==> config.mk <==
export PLATFORM = sky130hd
export DESIGN_NAME = imem_loader_flat
export DESIGN_NICKNAME = d
export VERILOG_FILES = /design/src/rtl/imem_loader_if.sv /design/src/rtl/imem_loader.sv /design/src/flat_wrapper.sv
export SDC_FILE = /design/constraint.sdc
export NUM_CORES = 1
export LEC_CHECK = 0
export CAP_MARGIN = 20
export CORE_MARGIN = 1
export CORE_UTILIZATION = 34
export CTS_BUF_LIST = sky130_fd_sc_hd__clkbuf_8
export DETAILED_ROUTE_END_ITERATION = 7
export PLACE_DENSITY = 0.57
export SYNTH_ARGS = -nofsm -noshare
export SYNTH_HDL_FRONTEND = slang
export SYNTH_SLANG_ARGS = --single-unit
==> constraint.sdc <==
create_clock -name clk -period 3.7 [get_ports clk]
set_clock_uncertainty 0.1 [all_clocks]
set_input_delay 0.74 -clock clk [delete_from_list [all_inputs] [get_ports clk]]
set_output_delay 0.74 -clock clk [all_outputs]
set_load 0.005 [all_outputs]
==> src/rtl/imem_loader_if.sv <==
// ---------------------------------------------------------------------------
// imem_loader_if
//
// Bundles every non-clock/reset signal of the instruction-memory loader.
//
// Host/control side (driven by the master):
//   start       begin a load (only looked at while the loader is idle)
//   base_addr   first instruction address to write
//   word_count  number of 16-bit words to load, 0 means an empty load
//   abort       terminate the current load immediately
//   in_data     byte from the host link
//   in_valid    in_data is valid
//
// Loader side (driven by the slave):
//   in_ready    loader accepts a byte on this cycle's rising edge
//   wr_en       one-cycle instruction-memory write strobe
//   wr_addr     write address, qualified by wr_en
//   wr_data     write data {hi_byte, lo_byte}, qualified by wr_en
//   cpu_hold    CPU must stall while high
//   busy        load in progress
//   done        one-cycle pulse on normal completion
//
// Modports:
//   master  host / debug link side
//   slave   the loader itself
// ---------------------------------------------------------------------------
interface imem_loader_if #(
  parameter int ADDR_W = 16,
  parameter int DATA_W = 16
);

  logic              start;
  logic [ADDR_W-1:0] base_addr;
  logic [ADDR_W-1:0] word_count;
  logic              abort;
  logic [7:0]        in_data;
  logic              in_valid;
  logic              in_ready;
  logic              wr_en;
  logic [ADDR_W-1:0] wr_addr;
  logic [DATA_W-1:0] wr_data;
  logic              cpu_hold;
  logic              busy;
  logic              done;

  modport master (
    output start,
    output base_addr,
    output word_count,
    output abort,
    output in_data,
    output in_valid,
    input  in_ready,
    input  wr_en,
    input  wr_addr,
    input  wr_data,
    input  cpu_hold,
    input  busy,
    input  done
  );

  modport slave (
    input  start,
    input  base_addr,
    input  word_count,
    input  abort,
    input  in_data,
    input  in_valid,
    output in_ready,
    output wr_en,
    output wr_addr,
    output wr_data,
    output cpu_hold,
    output busy,
    output done
  );

endinterface

==> src/rtl/imem_loader.sv <==
// ---------------------------------------------------------------------------
// imem_loader
//
// Write-side companion to the instruction memory's combinational read port.
// A byte stream from a host/debug link is assembled into 16-bit instruction
// words (high byte first); each completed word is written with a single-cycle
// strobe to consecutive addresses starting at a programmed base. While a load
// is in progress the CPU is held.
//
// Ports:
//   clk   single clock, all state changes on the rising edge
//   rst   asynchronous, active-high reset
//   bus   imem_loader_if.slave carrying the start/abort controls, the byte
//         handshake (in_data/in_valid/in_ready), the memory write port
//         (wr_en/wr_addr/wr_data) and the status outputs (cpu_hold/busy/done)
//
// Every output is Moore: decoded from the state register or taken straight
// from registered datapath, so nothing combinational leaks from inputs.
// ---------------------------------------------------------------------------
module imem_loader #(
  parameter int ADDR_W = 16,
  parameter int DATA_W = 16
) (
  input  logic          clk,
  input  logic          rst,
  imem_loader_if.slave  bus
);

  typedef enum logic [2:0] {
    S_IDLE,
    S_LOAD_HI,
    S_LOAD_LO,
    S_WRITE,
    S_DONE
  } state_t;

  state_t            state_q,     state_d;
  logic [ADDR_W-1:0] addr_q,      addr_d;
  logic [ADDR_W-1:0] remaining_q, remaining_d;
  logic [7:0]        hi_q,        hi_d;
  logic [ADDR_W-1:0] wr_addr_q,   wr_addr_d;
  logic [DATA_W-1:0] wr_data_q,   wr_data_d;

  logic byte_accept;

  // in_ready is purely state-decoded, so a byte is taken whenever the host
  // offers one in either load state.
  assign byte_accept = bus.in_valid &&
                       ((state_q == S_LOAD_HI) || (state_q == S_LOAD_LO));

  // Next-state and datapath. wr_addr/wr_data live in their own registers,
  // loaded only when a word is complete, so they keep showing the last write
  // after addr_q has moved on to the next address.
  always_comb begin
    state_d     = state_q;
    addr_d      = addr_q;
    remaining_d = remaining_q;
    hi_d        = hi_q;
    wr_addr_d   = wr_addr_q;
    wr_data_d   = wr_data_q;

    unique case (state_q)
      S_IDLE: begin
        // abort sitting on the line blocks a start in the same cycle
        if (bus.start && !bus.abort) begin
          addr_d      = bus.base_addr;
          remaining_d = bus.word_count;
          if (bus.word_count == '0) begin
            state_d = S_DONE;
          end else begin
            state_d = S_LOAD_HI;
          end
        end
      end

      S_LOAD_HI: begin
        if (bus.abort) begin
          state_d = S_IDLE;
        end else if (byte_accept) begin
          hi_d    = bus.in_data;
          state_d = S_LOAD_LO;
        end
      end

      S_LOAD_LO: begin
        // Abort wins over a byte arriving in the same cycle; the half-built
        // word is simply dropped and the write registers are left untouched.
        if (bus.abort) begin
          state_d = S_IDLE;
        end else if (byte_accept) begin
          wr_addr_d = addr_q;
          wr_data_d = {hi_q, bus.in_data};
          state_d   = S_WRITE;
        end
      end

      S_WRITE: begin
        // The strobe is already on the bus this cycle, so the word counts as
        // written even if abort arrives now; advance the pointers regardless.
        addr_d      = addr_q + 1'b1;
        remaining_d = remaining_q - 1'b1;
        if (bus.abort) begin
          state_d = S_IDLE;
        end else if (remaining_q == ADDR_W'(1)) begin
          state_d = S_DONE;
        end else begin
          state_d = S_LOAD_HI;
        end
      end

      S_DONE: begin
        state_d = S_IDLE;
      end

      default: begin
        state_d = S_IDLE;
      end
    endcase
  end

  // State and datapath registers. Reset clears everything, including the
  // visible write address/data, so a reset mid-load never leaves a stale
  // word looking like a pending write.
  always_ff @(posedge clk or posedge rst) begin
    if (rst) begin
      state_q     <= S_IDLE;
      addr_q      <= '0;
      remaining_q <= '0;
      hi_q        <= '0;
      wr_addr_q   <= '0;
      wr_data_q   <= '0;
    end else begin
      state_q     <= state_d;
      addr_q      <= addr_d;
      remaining_q <= remaining_d;
      hi_q        <= hi_d;
      wr_addr_q   <= wr_addr_d;
      wr_data_q   <= wr_data_d;
    end
  end

  // Moore output decode.
  assign bus.in_ready = (state_q == S_LOAD_HI) || (state_q == S_LOAD_LO);
  assign bus.wr_en    = (state_q == S_WRITE);
  assign bus.wr_addr  = wr_addr_q;
  assign bus.wr_data  = wr_data_q;
  assign bus.busy     = (state_q == S_LOAD_HI) || (state_q == S_LOAD_LO) ||
                        (state_q == S_WRITE);
  assign bus.cpu_hold = bus.busy;
  assign bus.done     = (state_q == S_DONE);

endmodule

==> src/flat_wrapper.sv <==
// flat-port wrapper written by rule: the top's interface ports become plain ports
module imem_loader_flat 
#(
  parameter int ADDR_W = 16,
  parameter int DATA_W = 16
)
  (clk, rst, bus_start, bus_base_addr, bus_word_count, bus_abort, bus_in_data, bus_in_valid, bus_in_ready, bus_wr_en, bus_wr_addr, bus_wr_data, bus_cpu_hold, bus_busy, bus_done);
  imem_loader_if #(.ADDR_W(ADDR_W), .DATA_W(DATA_W)) bus_i ();
  input  logic clk;
  input  logic rst;
  input wire logic [$bits(bus_i.start)-1:0] bus_start;
  input wire logic [$bits(bus_i.base_addr)-1:0] bus_base_addr;
  input wire logic [$bits(bus_i.word_count)-1:0] bus_word_count;
  input wire logic [$bits(bus_i.abort)-1:0] bus_abort;
  input wire logic [$bits(bus_i.in_data)-1:0] bus_in_data;
  input wire logic [$bits(bus_i.in_valid)-1:0] bus_in_valid;
  output wire logic [$bits(bus_i.in_ready)-1:0] bus_in_ready;
  output wire logic [$bits(bus_i.wr_en)-1:0] bus_wr_en;
  output wire logic [$bits(bus_i.wr_addr)-1:0] bus_wr_addr;
  output wire logic [$bits(bus_i.wr_data)-1:0] bus_wr_data;
  output wire logic [$bits(bus_i.cpu_hold)-1:0] bus_cpu_hold;
  output wire logic [$bits(bus_i.busy)-1:0] bus_busy;
  output wire logic [$bits(bus_i.done)-1:0] bus_done;
  assign bus_i.start = bus_start;
  assign bus_i.base_addr = bus_base_addr;
  assign bus_i.word_count = bus_word_count;
  assign bus_i.abort = bus_abort;
  assign bus_i.in_data = bus_in_data;
  assign bus_i.in_valid = bus_in_valid;
  assign bus_in_ready = bus_i.in_ready;
  assign bus_wr_en = bus_i.wr_en;
  assign bus_wr_addr = bus_i.wr_addr;
  assign bus_wr_data = bus_i.wr_data;
  assign bus_cpu_hold = bus_i.cpu_hold;
  assign bus_busy = bus_i.busy;
  assign bus_done = bus_i.done;
  imem_loader #(.ADDR_W(ADDR_W), .DATA_W(DATA_W)) u_core (.clk(clk), .rst(rst), .bus(bus_i));
endmodule
[Yosys cells after proc, flatten, opt, wreduce, memory -nomap -nowiden]
Index checks and enable logic that the tools add are counted.
Storage, ports and cells
  input bits: 45
  flip-flop bits (word level): 75
Cells by class
  multiplexer cells: 13
  eq/ne operators: 8
  reduce and logical (&&, ||, !) cells: 12
  add/sub/neg operators: 2
  bitwise gates (word level): 1
Operators by type and width (number)
  $pmux 16 s2: 2
  $mux 16: 2
  $mux 3: 8
  $add 16x1->16 const B: 1
  $eq 16x1->1 const B: 1
  $logic_not 16->1: 1
  $sub 16x1->16 const B: 1
  $pmux 3 s4: 1
  $reduce_and 3->1: 3
  $eq 3x2->1 const B: 2
  $ne 3x2->1 const B: 2
  $eq 3x1->1 const B: 1
  $eq 3x3->1 const B: 1
  $logic_not 3->1: 1
  $logic_and 1x1->1: 2
  $logic_or 1x1->1: 2
  $ne 2x1->1 const B: 1
  $reduce_and 2->1: 1
  $reduce_bool 2->1: 1
  $logic_not 1->1: 1
  $not 1->1: 1

[Logic depth before layout (Yosys ltp)]
Gate-level depths: netlist of run 1.
  word-level depth: 6
  gate-level depth with buffers: 8
  mapped depth without buffers: 6

[Worst setup path after synthesis of run 1]
Ideal clock, no wire load.
  path type: input to register
  from: input bus_abort
  to: register u_core.addr_q[2]
  path buffers: 1
  stages: 5
  required time: 3.513 ns
  path slack: 1.666 ns
  setup time: 0.087 ns
  data arrival time: 1.847 ns
  cell sequence: or4b_4 > a21oi_4 > buf_6 > o21ai_0 > a22oi_1
Between the ends
  longest elaborated chain between the ends: 4
Ends and longest elaborated chain
  start: declaration: line flat_wrapper.sv:14  | input wire logic [$bits(bus_i.abort)-1:0] bus_abort;
  $logic_not 1->1: line imem_loader.sv:65  | if (bus.start && !bus.abort) begin
  $logic_and 1x1->1: line imem_loader.sv:65
  $ne 2x1->1 (no line)
  $reduce_and 2->1 (no line)
  end signal: assignment: line imem_loader.sv:134  | addr_q <= addr_d;
  end: declaration: line imem_loader.sv:38  | logic [ADDR_W-1:0] addr_q, addr_d;
Every way passes these cells.
A chain may end at the register's enable or synchronous reset.

[Worst setup path after layout of run 1]
  from: register u_core.state_q[2]
  to: output bus_wr_en
Between the ends
  longest elaborated chain between the ends: 1
Ends and longest elaborated chain
  start: declaration: line imem_loader.sv:37  | state_t state_q, state_d;
  start signal: assignment: line imem_loader.sv:133  | state_q <= state_d;
  $eq 3x2->1: line imem_loader.sv:144  | assign bus.wr_en = (state_q == S_WRITE);
  end: declaration: line flat_wrapper.sv:18  | output wire logic [$bits(bus_i.wr_en)-1:0] bus_wr_en;
Every way passes these cells.

==> results.toml, run 1 <==
[run_status]
status = "finished clean"

[drt]
first_pass_iters = 4
drc = 0
viasPerCell = 5.34
drt-initial-drc-count = 91
ant_nets = 0
wl_um = 9090
wire_per_inst_um = 16.3
vias = 2968

[place]
place_area_mm2 = 0.00464
pre_cts_ws_ns = 0.756
routabilityCongestion = 0.791
placedCellCount = 540
hpwl_um = 6330
port_buffers = 81

[clock_tree]
cts-resized-gates = 0
clockRootBuffer = "clkbuf_8"
cts_tree = "yes"
cts_setup_buffers = 0
cts_sinks = 75
cts_buffers = 9
path_clk_slew_ns = 0.09
clkLatencyLatePin_ns = 0.35
hold_buffers = 0
h-tree-depth = 3
cts_buffer_depth = 2

[critical_path]
slowest_delay_ns = 0.55
r2r-start = "u_core.state_q[1]$_DFFE_PP0P_"
required_ns = 2.86
critical_path.top_delay_family = "buffers and inverters"
cp_data_arrival_time_ns = 1.93
crit_buf_inv = 2
path_cells = "nand3b_4 -> inv_1 -> clkdlybuf4s50_1"
crit_slowest_cell = "dfrtp_1"
critPathCaptureType = "output port"
worst_setup_path_start_kind = "flip-flop"
startpoint = "u_core.state_q[2]$_DFFE_PP0P_"
criticalPathCategory = "flip-flop to output port"
critPathMaxFanout = 15

[grt]
grt_pass1_wl_um = 15100
grt_max_degree = 76
grt_usage_pct = 16.9
antenna_found_initial = 0
grt_overflow = 0
grt_pass1_vias = 2975

[power]
combPwrFrac_pct = 37.5
swShare_pct = 35.2
p_leak_nw = 1.94
power.total_mw = 3.45
seqPwrFrac_pct = 45.0
p_int_mw = 2.24
power_frac_clock_pct = 17.4
ir_drop_v = 0.000248
power.switching_mw = 1.21
power_density_mw_per_mm2 = 716

[timing]
layout_setup_ws_ns = 0.927
slew_headroom_pct = 53.4
worstMarginPinSlew_ns = 0.693
finalSetupViolations = 0
post-route-period-util_pct = 75.0
finalHoldViolations = 0
period_minus_slack_ns = 2.77
fmax_ghz = 0.361
rsz0062_at_grt = "no"
whs_ns = 0.401
setup_tns_ns = 0
slew_viol_final = 0

[synth]
syn_nets = 383
synth_area_mm2 = 0.00370
synth.avg_cell_area_um2 = 11.1
synth-main-ff-cell = "dfrtp_1"
synth_cell_types = 54
synthesis.instances = 335
synth_compound_area_share_pct = 14.5
synth_xor_area_share_pct = 0.236
synth_fa_ha_area_share_pct = 1.01
synth-seq-cells = 75
synth_top_family_by_area = "simple AND/OR/NAND/NOR gates"
synthMuxAreaShare_pct = 12.7
synthSimpleGateAreaFrac_pct = 17.1
ys_async_sr_fraction_pct = 100
yosys_warnings = 0
synth_edf_count = 0
synth-seq-area-share_pct = 50.7

[worst_hold_path]
hold_path_startpoint = "u_core.hi_q[5]$_DFFE_PP0P_"
hp-class = "flip-flop to flip-flop"

[cells_and_area]
instances_no_fill = 556
n_antenna_cell = 0
num-nets-final = 463
final_layout_size_suffix_gt1_share_pct = 17.9
post-route-util_pct = 46.1
final_area_mm2 = 0.00483
syn_to_final_growth_pct = 30.3
fill_cells = 1035

[floorplanning]
ios = 82
die_h_um = 106
fp.dieArea_mm2 = 0.0113
die_width_um = 106
core_area_mm2 = 0.0105
rows = 37
start_util_pct = 35.4

[flow_run]
drv_cap = 0
==> worst register-to-register path: stages, from the launching register on <==
cell and delay [ns]:
dfrtp_1 0.55, or4b_4 0.60, a21oi_4 0.43, o21ai_0 0.18, a211oi_1 0.25
==> layout by cell type, fill, tap and decap left out, drive strengths merged, types with 4 or more instances in the layout <==
| master | instances |
|---|---|
| a21oi | 11 |
| nand4 | 9 |
| nand3 | 6 |
| clkbuf | 9 |
| nand2b | 4 |
| dfrtp | 75 |
| mux2 | 41 |
| o311ai | 6 |
| nand2 | 27 |
| nor3 | 9 |
| nor2 | 21 |
| inv | 17 |
| nor4 | 11 |
| clkdlybuf4s50 | 81 |
| and2 | 5 |
| buf | 5 |
| a311oi | 4 |
| o21ai | 10 |
| a211oi | 8 |
| nor4b | 4 |
| o211ai | 14 |
==> power groups by stage <==
stage | Clock [mW] | Sequential (mW) | Combinational (mW)
floorplan | 0 | 1.49 | 0.747
global placement | 0 | 1.56 | 1.28
detailed placement | 0 | 1.57 | 1.31
CTS | 0.620 | 1.55 | 1.32
global route | 0.663 | 1.63 | 1.43
finish | 0.602 | 1.56 | 1.30
==> area by class of cell <==
cell class	count	area (µm²)	area share, %
sequential	75	1880	38.9
timing repair buffer	86	861	17.8
clock inverter	7	58.8	1.22
inverter	13	48.8	1.01
clock buffer	9	124	2.57
tap	136	170	3.53
multi-input combinational	230	1690	34.9
==> worst paths after layout <==
kind | to | cells past startpoint | slack [ns]
worst min register to register | u_core.bus.wr_data[13]$_DFFE_PP0P_ | 1 | 0.40
worst max register to register | u_core.addr_q[12]$_DFFE_PP0P_ | 4 | 1.50
min in group asynchronous | u_core.state_q[1]$_DFFE_PP0P_ | 3 | 0.68
max in group asynchronous | u_core.bus.wr_addr[13]$_DFFE_PP0P_ | 3 | 2.47
worst min-delay path | u_core.bus.wr_data[13]$_DFFE_PP0P_ | 1 | 0.40
worst max-delay path | bus_wr_en | 3 | 0.93
==> cells by family after synthesis <==
kind of cell	after synthesis
adder cells (fa/ha/maj)	3
multiplexers	42
flip-flops	75
AND/OR/NAND/NOR	112
buffers and inverters	30
XOR/XNOR	1
AO/OA/AOI/OAI	72
==> state kept, by name (all words and copies together), names as in the netlist <==
name,cells
u_core.addr_q,16
u_core.bus.wr_addr,16
u_core.bus.wr_data,16
u_core.hi_q,8
u_core.remaining_q,16
u_core.state_q,3
==> synthesized netlist by cell type (3+ instances only) <==
master | instances | area share (%)
nor2_1 | 21 | 2.1
o211ai_1 | 13 | 2.6
nand3_1 | 6 | 0.81
dfrtp_1 | 75 | 51
o311ai_0 | 6 | 1.4
o22ai_1 | 3 | 0.51
ha_1 | 3 | 1.0
nand2b_1 | 4 | 0.68
nor4_1 | 10 | 1.7
nand2_1 | 27 | 2.7
nor2b_1 | 3 | 0.51
o21ai_0 | 10 | 1.4
a21oi_1 | 10 | 1.4
nor3_1 | 9 | 1.2
a211oi_1 | 8 | 1.6
a311oi_1 | 4 | 0.95
nor4b_1 | 3 | 0.71
and2_1 | 5 | 0.84
clkbuf_1 | 4 | 0.41
inv_1 | 13 | 1.3
nand4_1 | 9 | 1.5
mux2_2 | 41 | 12
buf_2 | 10 | 1.4
==> metal layers <==
metal | GRT usage, % | routed length (µm)
met3 | 3.80 | 405
met1 | 23.2 | 4260
met4 | 5.26 | 107
met5 | 0 | 0
met2 | 26.5 | 4310
No activity file was read; power rests on OpenSTA's default activity.
==> inputs of run 2 (changes only) <==
--- a/config.mk
+++ b/config.mk
@@ -10,7 +10,7 @@
 export CORE_UTILIZATION = 34
 export CTS_BUF_LIST = sky130_fd_sc_hd__clkbuf_8
 export DETAILED_ROUTE_END_ITERATION = 7
-export PLACE_DENSITY = 0.57
+export PLACE_DENSITY = 0.59
 export SYNTH_ARGS = -nofsm -noshare
 export SYNTH_HDL_FRONTEND = slang
 export SYNTH_SLANG_ARGS = --single-unit
==> constraint.sdc (replaced) <==
create_clock -name clk -period 2.3 [get_ports clk]
set_clock_uncertainty 0.1 [all_clocks]
set_input_delay 0.46 -clock clk [delete_from_list [all_inputs] [get_ports clk]]
set_output_delay 0.46 -clock clk [all_outputs]
set_load 0.005 [all_outputs]
==> run 2 against run 1 <==
Effect of this change:
- flip-flop and latch count unchanged
- power increased by 67%
- combinational power increased by 71%
- clock-buffer cell count unchanged
==> results.toml, run 2 (same netlist as run 1, synthesis figures left out) <==
[run_status]
status = "finished clean"

[place]
placedCellCount = 552
hpwl_um = 6340
pre_cts_ws_ns = -0.123
place_area_mm2 = 0.00477
port_buffers = 81
routabilityCongestion = 0.787

[drt]
drc = 0
ant_nets = 0
wl_um = 9220
first_pass_iters = 4
drt-initial-drc-count = 132
vias = 3040
wire_per_inst_um = 16.1
viasPerCell = 5.31

[worst_hold_path]
hold_path_startpoint = "u_core.remaining_q[10]$_DFFE_PP0P_"
hold_end = "u_core.remaining_q[10]$_DFFE_PP0P_"
hp-class = "flip-flop to flip-flop"
holdPathStages = 1

[cells_and_area]
syn_to_final_growth_pct = 35.6
post-route-util_pct = 48.0
final_layout_size_suffix_gt1_share_pct = 22.0
num-nets-final = 480
instances_no_fill = 573
final_common_cell = "clkdlybuf4s50_1"
final_cell_mix = "clkdlybuf4s50_1 (80), dfrtp_1 (72), mux2_2 (41)"
final_area_mm2 = 0.00502
n_antenna_cell = 0

[critical_path]
r2r-start = "u_core.state_q[1]$_DFFE_PP0P_"
reg2reg_setup_slack_ns = 0.12
worst_setup_path_start_kind = "flip-flop"
reg2reg_depth = 6
rr_endpoint = "u_core.addr_q[12]$_DFFE_PP0P_"
cp_data_arrival_time_ns = 1.67
critPathCaptureType = "output port"
criticalPathCategory = "flip-flop to output port"
critPathMaxFanout = 5
required_ns = 1.74

[timing]
layout_setup_ws_ns = 0.0743
post-route-period-util_pct = 96.8
period_minus_slack_ns = 2.23
worstMarginPinSlew_ns = 0.407
rsz0062_at_grt = "no"
slew_viol_final = 0
finalSetupViolations = 0
slew_headroom_pct = 72.9
finalHoldViolations = 0
fmax_ghz = 0.449
whs_ns = 0.405

[grt]
grt_overflow = 0
grt_max_degree = 76
grt_pass1_vias = 3050
grt_pass1_wl_um = 15200
antenna_found_initial = 0
grt_usage_pct = 17.0

[clock_tree]
clockRootBuffer = "clkbuf_8"
cts_buffer_depth = 2
clkLatencyLatePin_ns = 0.36
cts_buffers = 9
cts_tree = "yes"
h-tree-depth = 3
path_clk_slew_ns = 0.09
cts_sinks = 75

[power]
p_leak_nw = 2.06
power_density_mw_per_mm2 = 1150
ir_drop_v = 0.000516

[floorplanning]
rows = 37
die_width_um = 106
core_area_mm2 = 0.0105
ios = 82
die_h_um = 106
fp.dieArea_mm2 = 0.0113
start_util_pct = 35.4

[flow_run]
drv_cap = 0
==> run 2: changes by cell type in the layout (fill, tap and decap cells not counted), sizes merged <==
cell / before / now
buf: 5 / 21
clkbuf: 9 / 10
clkdlybuf4s50: 81 / 80
clkinv: 2 / 1
dlymetal6s2s: 0 / 1
inv: 17 / 18
==> run 2: worst max-delay path by stage <==
| stage | start | cells past startpoint | endpoint | slack, ns |
|---|---|---|---|---|
| floorplan | bus_abort | 5 | u_core.addr_q[2]$_DFFE_PP0P_ | 0.55 |
| global placement | bus_abort | 5 | u_core.addr_q[12]$_DFFE_PP0P_ | -0.06 |
| detailed placement | bus_abort | 5 | u_core.addr_q[12]$_DFFE_PP0P_ | -0.12 |
| CTS | u_core.state_q[1]$_DFFE_PP0P_ | 3 | bus_in_ready | 0.01 |
| global route | u_core.state_q[2]$_DFFE_PP0P_ | 3 | bus_wr_en | 0.003 |
| finish | u_core.state_q[2]$_DFFE_PP0P_ | 3 | bus_wr_en | 0.07 |
==> run 2: stage by stage <==
stage | power [mW] | setup TNS (ns)
floorplan | 3.60 | 0
global placement | 4.64 | -0.274
detailed placement | 4.72 | -0.614
CTS | 5.81 | 0
global route | 6.21 | 0
finish | 5.78 | 0
==> run 2: timing repair <==
| action | CTS | global route |
|---|---|---|
| setup buffers | 0 | 5 |
| endpoints found under the hold margin | 0 | 0 |
| pin swaps | 0 | 2 |
| hold buffers | 0 | 0 |
| endpoints found under the setup margin | 5 | 5 |
| resized for setup | 2 | 3 |
==> run 2: per-layer routing <==
metal / track usage, % / part of all wire [%] / vias to the layer above
li1: - / - / 1449
met4: 5.75 / 1.4 / 0
met1: 22.9 / 47 / 1494
met2: 26.7 / 47 / 85
met3: 4.29 / 4.7 / 12
met5: 0 / 0 / -
==> run 2: layout make-up <==
class | count | area (µm²)
Multi-Input combinational cell | 230 | 1690
Sequential cell | 75 | 1880
Clock inverter | 7 | 78.8
Fill cell | 1018 | 5440
Clock buffer | 9 | 124
Timing Repair Buffer | 103 | 1030
Inverter | 13 | 52.6
Tap cell | 136 | 170
==> run 2: worst max-delay path, cell delays in order, from the launching register on <==
cell and delay, ns:
dfrtp_2 0.45, nand3b_4 0.22, inv_1 0.13, clkdlybuf4s50_1 0.51
==> run 2: power breakdown <==
group / total (mW) / switching (mW) / leakage (nW) / internal [mW]
combinational: 2.22 / 0.868 / 1.05 / 1.35
sequential: 2.51 / 0.566 / 0.898 / 1.95
clock: 1.05 / 0.607 / 0.105 / 0.439
==> inputs of run 3 (changes only) <==
--- a/config.mk
+++ b/config.mk
@@ -7,10 +7,10 @@
 export LEC_CHECK = 0
 export CAP_MARGIN = 20
 export CORE_MARGIN = 1
-export CORE_UTILIZATION = 34
+export CORE_UTILIZATION = 39
 export CTS_BUF_LIST = sky130_fd_sc_hd__clkbuf_8
 export DETAILED_ROUTE_END_ITERATION = 7
-export PLACE_DENSITY = 0.59
+export PLACE_DENSITY = 0.66
 export SYNTH_ARGS = -nofsm -noshare
 export SYNTH_HDL_FRONTEND = slang
 export SYNTH_SLANG_ARGS = --single-unit
==> run 3 against run 2 <==
Effect of this change:
- global-route usage up 2.2 points
- fmax decreased by 0.48%
- clock-buffer cell count unchanged
- die area is 13% lower
- final cell count is 1.0% lower
- power up 1.7%
- clock power rose by 6%
- non-clock buffer count grew 1
- routed wire length fell by 2.1%
- register-to-register slack lost 0.04 ns
- sequential share of layout area fell by 0.24 points
- via count grew 0.99%
- critical path type unchanged
- largest power group unchanged
- highest routed layer unchanged
==> results.toml, run 3 (same netlist as run 1, synthesis figures left out) <==
[timing]
finalHoldViolations = 0
period_minus_slack_ns = 2.24
post-route-period-util_pct = 97.2
slew_headroom_pct = 61.3
finalSetupViolations = 0
layout_setup_ws_ns = 0.0636
worstMarginPinSlew_ns = 0.575
fmax_ghz = 0.447
whs_ns = 0.398
slew_viol_final = 0

[clock_tree]
clkLatencyLatePin_ns = 0.35
cts_sinks = 75
cts_tree = "yes"
path_clk_slew_ns = 0.08
cts_buffers = 9
clockRootBuffer = "clkbuf_8"
cts_buffer_depth = 2
h-tree-depth = 3

[grt]
antenna_found_initial = 0
grt_pass1_wl_um = 14900
grt_overflow = 0
grt_pass1_vias = 3017
grt_usage_pct = 19.2
grt_max_degree = 76

[cells_and_area]
final_cell_mix = "clkdlybuf4s50_1 (81), dfrtp_1 (73), mux2_2 (41)"
final_common_cell = "clkdlybuf4s50_1"
final_layout_size_suffix_gt1_share_pct = 22.4
instances_no_fill = 567
final_area_mm2 = 0.00505
fill_cells = 823
syn_to_final_growth_pct = 36.4
num-nets-final = 481
n_antenna_cell = 0

[floorplanning]
die_h_um = 99.5
ios = 82
start_util_pct = 40.1
rows = 35
fp.dieArea_mm2 = 0.00989
die_width_um = 99.5
core_area_mm2 = 0.00924

[place]
routabilityCongestion = 0.855
hpwl_um = 6180
place_area_mm2 = 0.00476
port_buffers = 81
placedCellCount = 544
pre_cts_ws_ns = -0.139

[drt]
viasPerCell = 5.41
first_pass_iters = 5
drt-initial-drc-count = 94
wire_per_inst_um = 15.9
wl_um = 9030
vias = 3070
ant_nets = 0
drc = 0

[critical_path]
critPathMaxFanout = 7
cp_data_arrival_time_ns = 1.68
required_ns = 1.74
reg2reg_depth = 6
critPathCaptureType = "output port"
criticalPathCategory = "flip-flop to output port"
worst_setup_path_start_kind = "flip-flop"

[power]
ir_drop_v = 0.000509
swShare_pct = 33.2
seqPwrFrac_pct = 43.0
power.switching_mw = 1.95
power_frac_clock_pct = 18.9
p_leak_nw = 2.06
p_int_mw = 3.92
combPwrFrac_pct = 38.2
power_density_mw_per_mm2 = 1160

[worst_hold_path]
hp-class = "flip-flop to flip-flop"
holdPathStages = 1

[flow_run]
drv_cap = 0

[run_status]
status = "finished clean"
-- run 3: worst max-delay path: stages (launching register included) --
cell	delay, ns
dfrtp_2	0.45
buf_12	0.13
nand3b_4	0.14
inv_2	0.10
clkdlybuf4s50_1	0.50
-- run 3: timing repair --
action,4_1_cts,5_1_grt
gates resized for setup,2,3
pin swaps,0,0
setup endpoints to repair,5,2
hold buffers,0,0
buffers inserted,0,7
-- run 3: layer usage --
layer  routed length, µm  track usage, %  up-vias  part of all wire (%)
li1                    -               -     1455                     -
met1                4230            26.1     1522                    47
met2                4320            30.2       79                    48
met3                 325            3.44       14                   3.6
met4                 151            8.71        0                   1.7
met5                   0               0        -                     0
-- run 3: final timing paths --
path | from | endpoint | slack, ns
setup / recovery | u_core.state_q[1]$_DFFE_PP0P_ | bus_wr_en | 0.06
hold / removal | u_core.hi_q[4]$_DFFE_PP0P_ | u_core.bus.wr_data[12]$_DFFE_PP0P_ | 0.40
setup reg to reg | u_core.state_q[1]$_DFFE_PP0P_ | u_core.addr_q[12]$_DFFE_PP0P_ | 0.08
hold reg to reg | u_core.hi_q[4]$_DFFE_PP0P_ | u_core.bus.wr_data[12]$_DFFE_PP0P_ | 0.40
max in group asynchronous | rst | u_core.state_q[0]$_DFFE_PP0P_ | 1.29
min in group asynchronous | rst | u_core.remaining_q[14]$_DFFE_PP0P_ | 0.47
-- run 3: final cells by class --
class                   instances  area [µm²]  area share (%)
clock buffers                   9         124            2.45
clock inverters                 7        92.6            1.83
inverters                      13        52.6            1.04
multi-input cells             230        1700            33.6
flip-flops and latches         75        1880            37.2
well taps                     129         161            3.20
repair buffers                104        1040            20.7
-- run 3: through the flow --
stage               TNS, ns  power (mW)  util (%)
floorplan                 0        3.60         -
global route        -0.0105        6.27      54.7
global placement     -0.726        4.62      51.5
detailed placement    -3.61        4.70      51.5
finish                    0        5.88      54.7
CTS                       0        5.85      53.9
-- run 3: power by group through the flow --
| stage | registers [mW] | logic, mW | clock network [mW] |
|---|---|---|---|
| after floorplan | 2.40 | 1.20 | 0 |
| after global placement | 2.52 | 2.10 | 0 |
| after detailed placement | 2.55 | 2.16 | 0 |
| after CTS | 2.53 | 2.17 | 1.14 |
| after global routing | 2.61 | 2.46 | 1.19 |
| final | 2.53 | 2.24 | 1.11 |
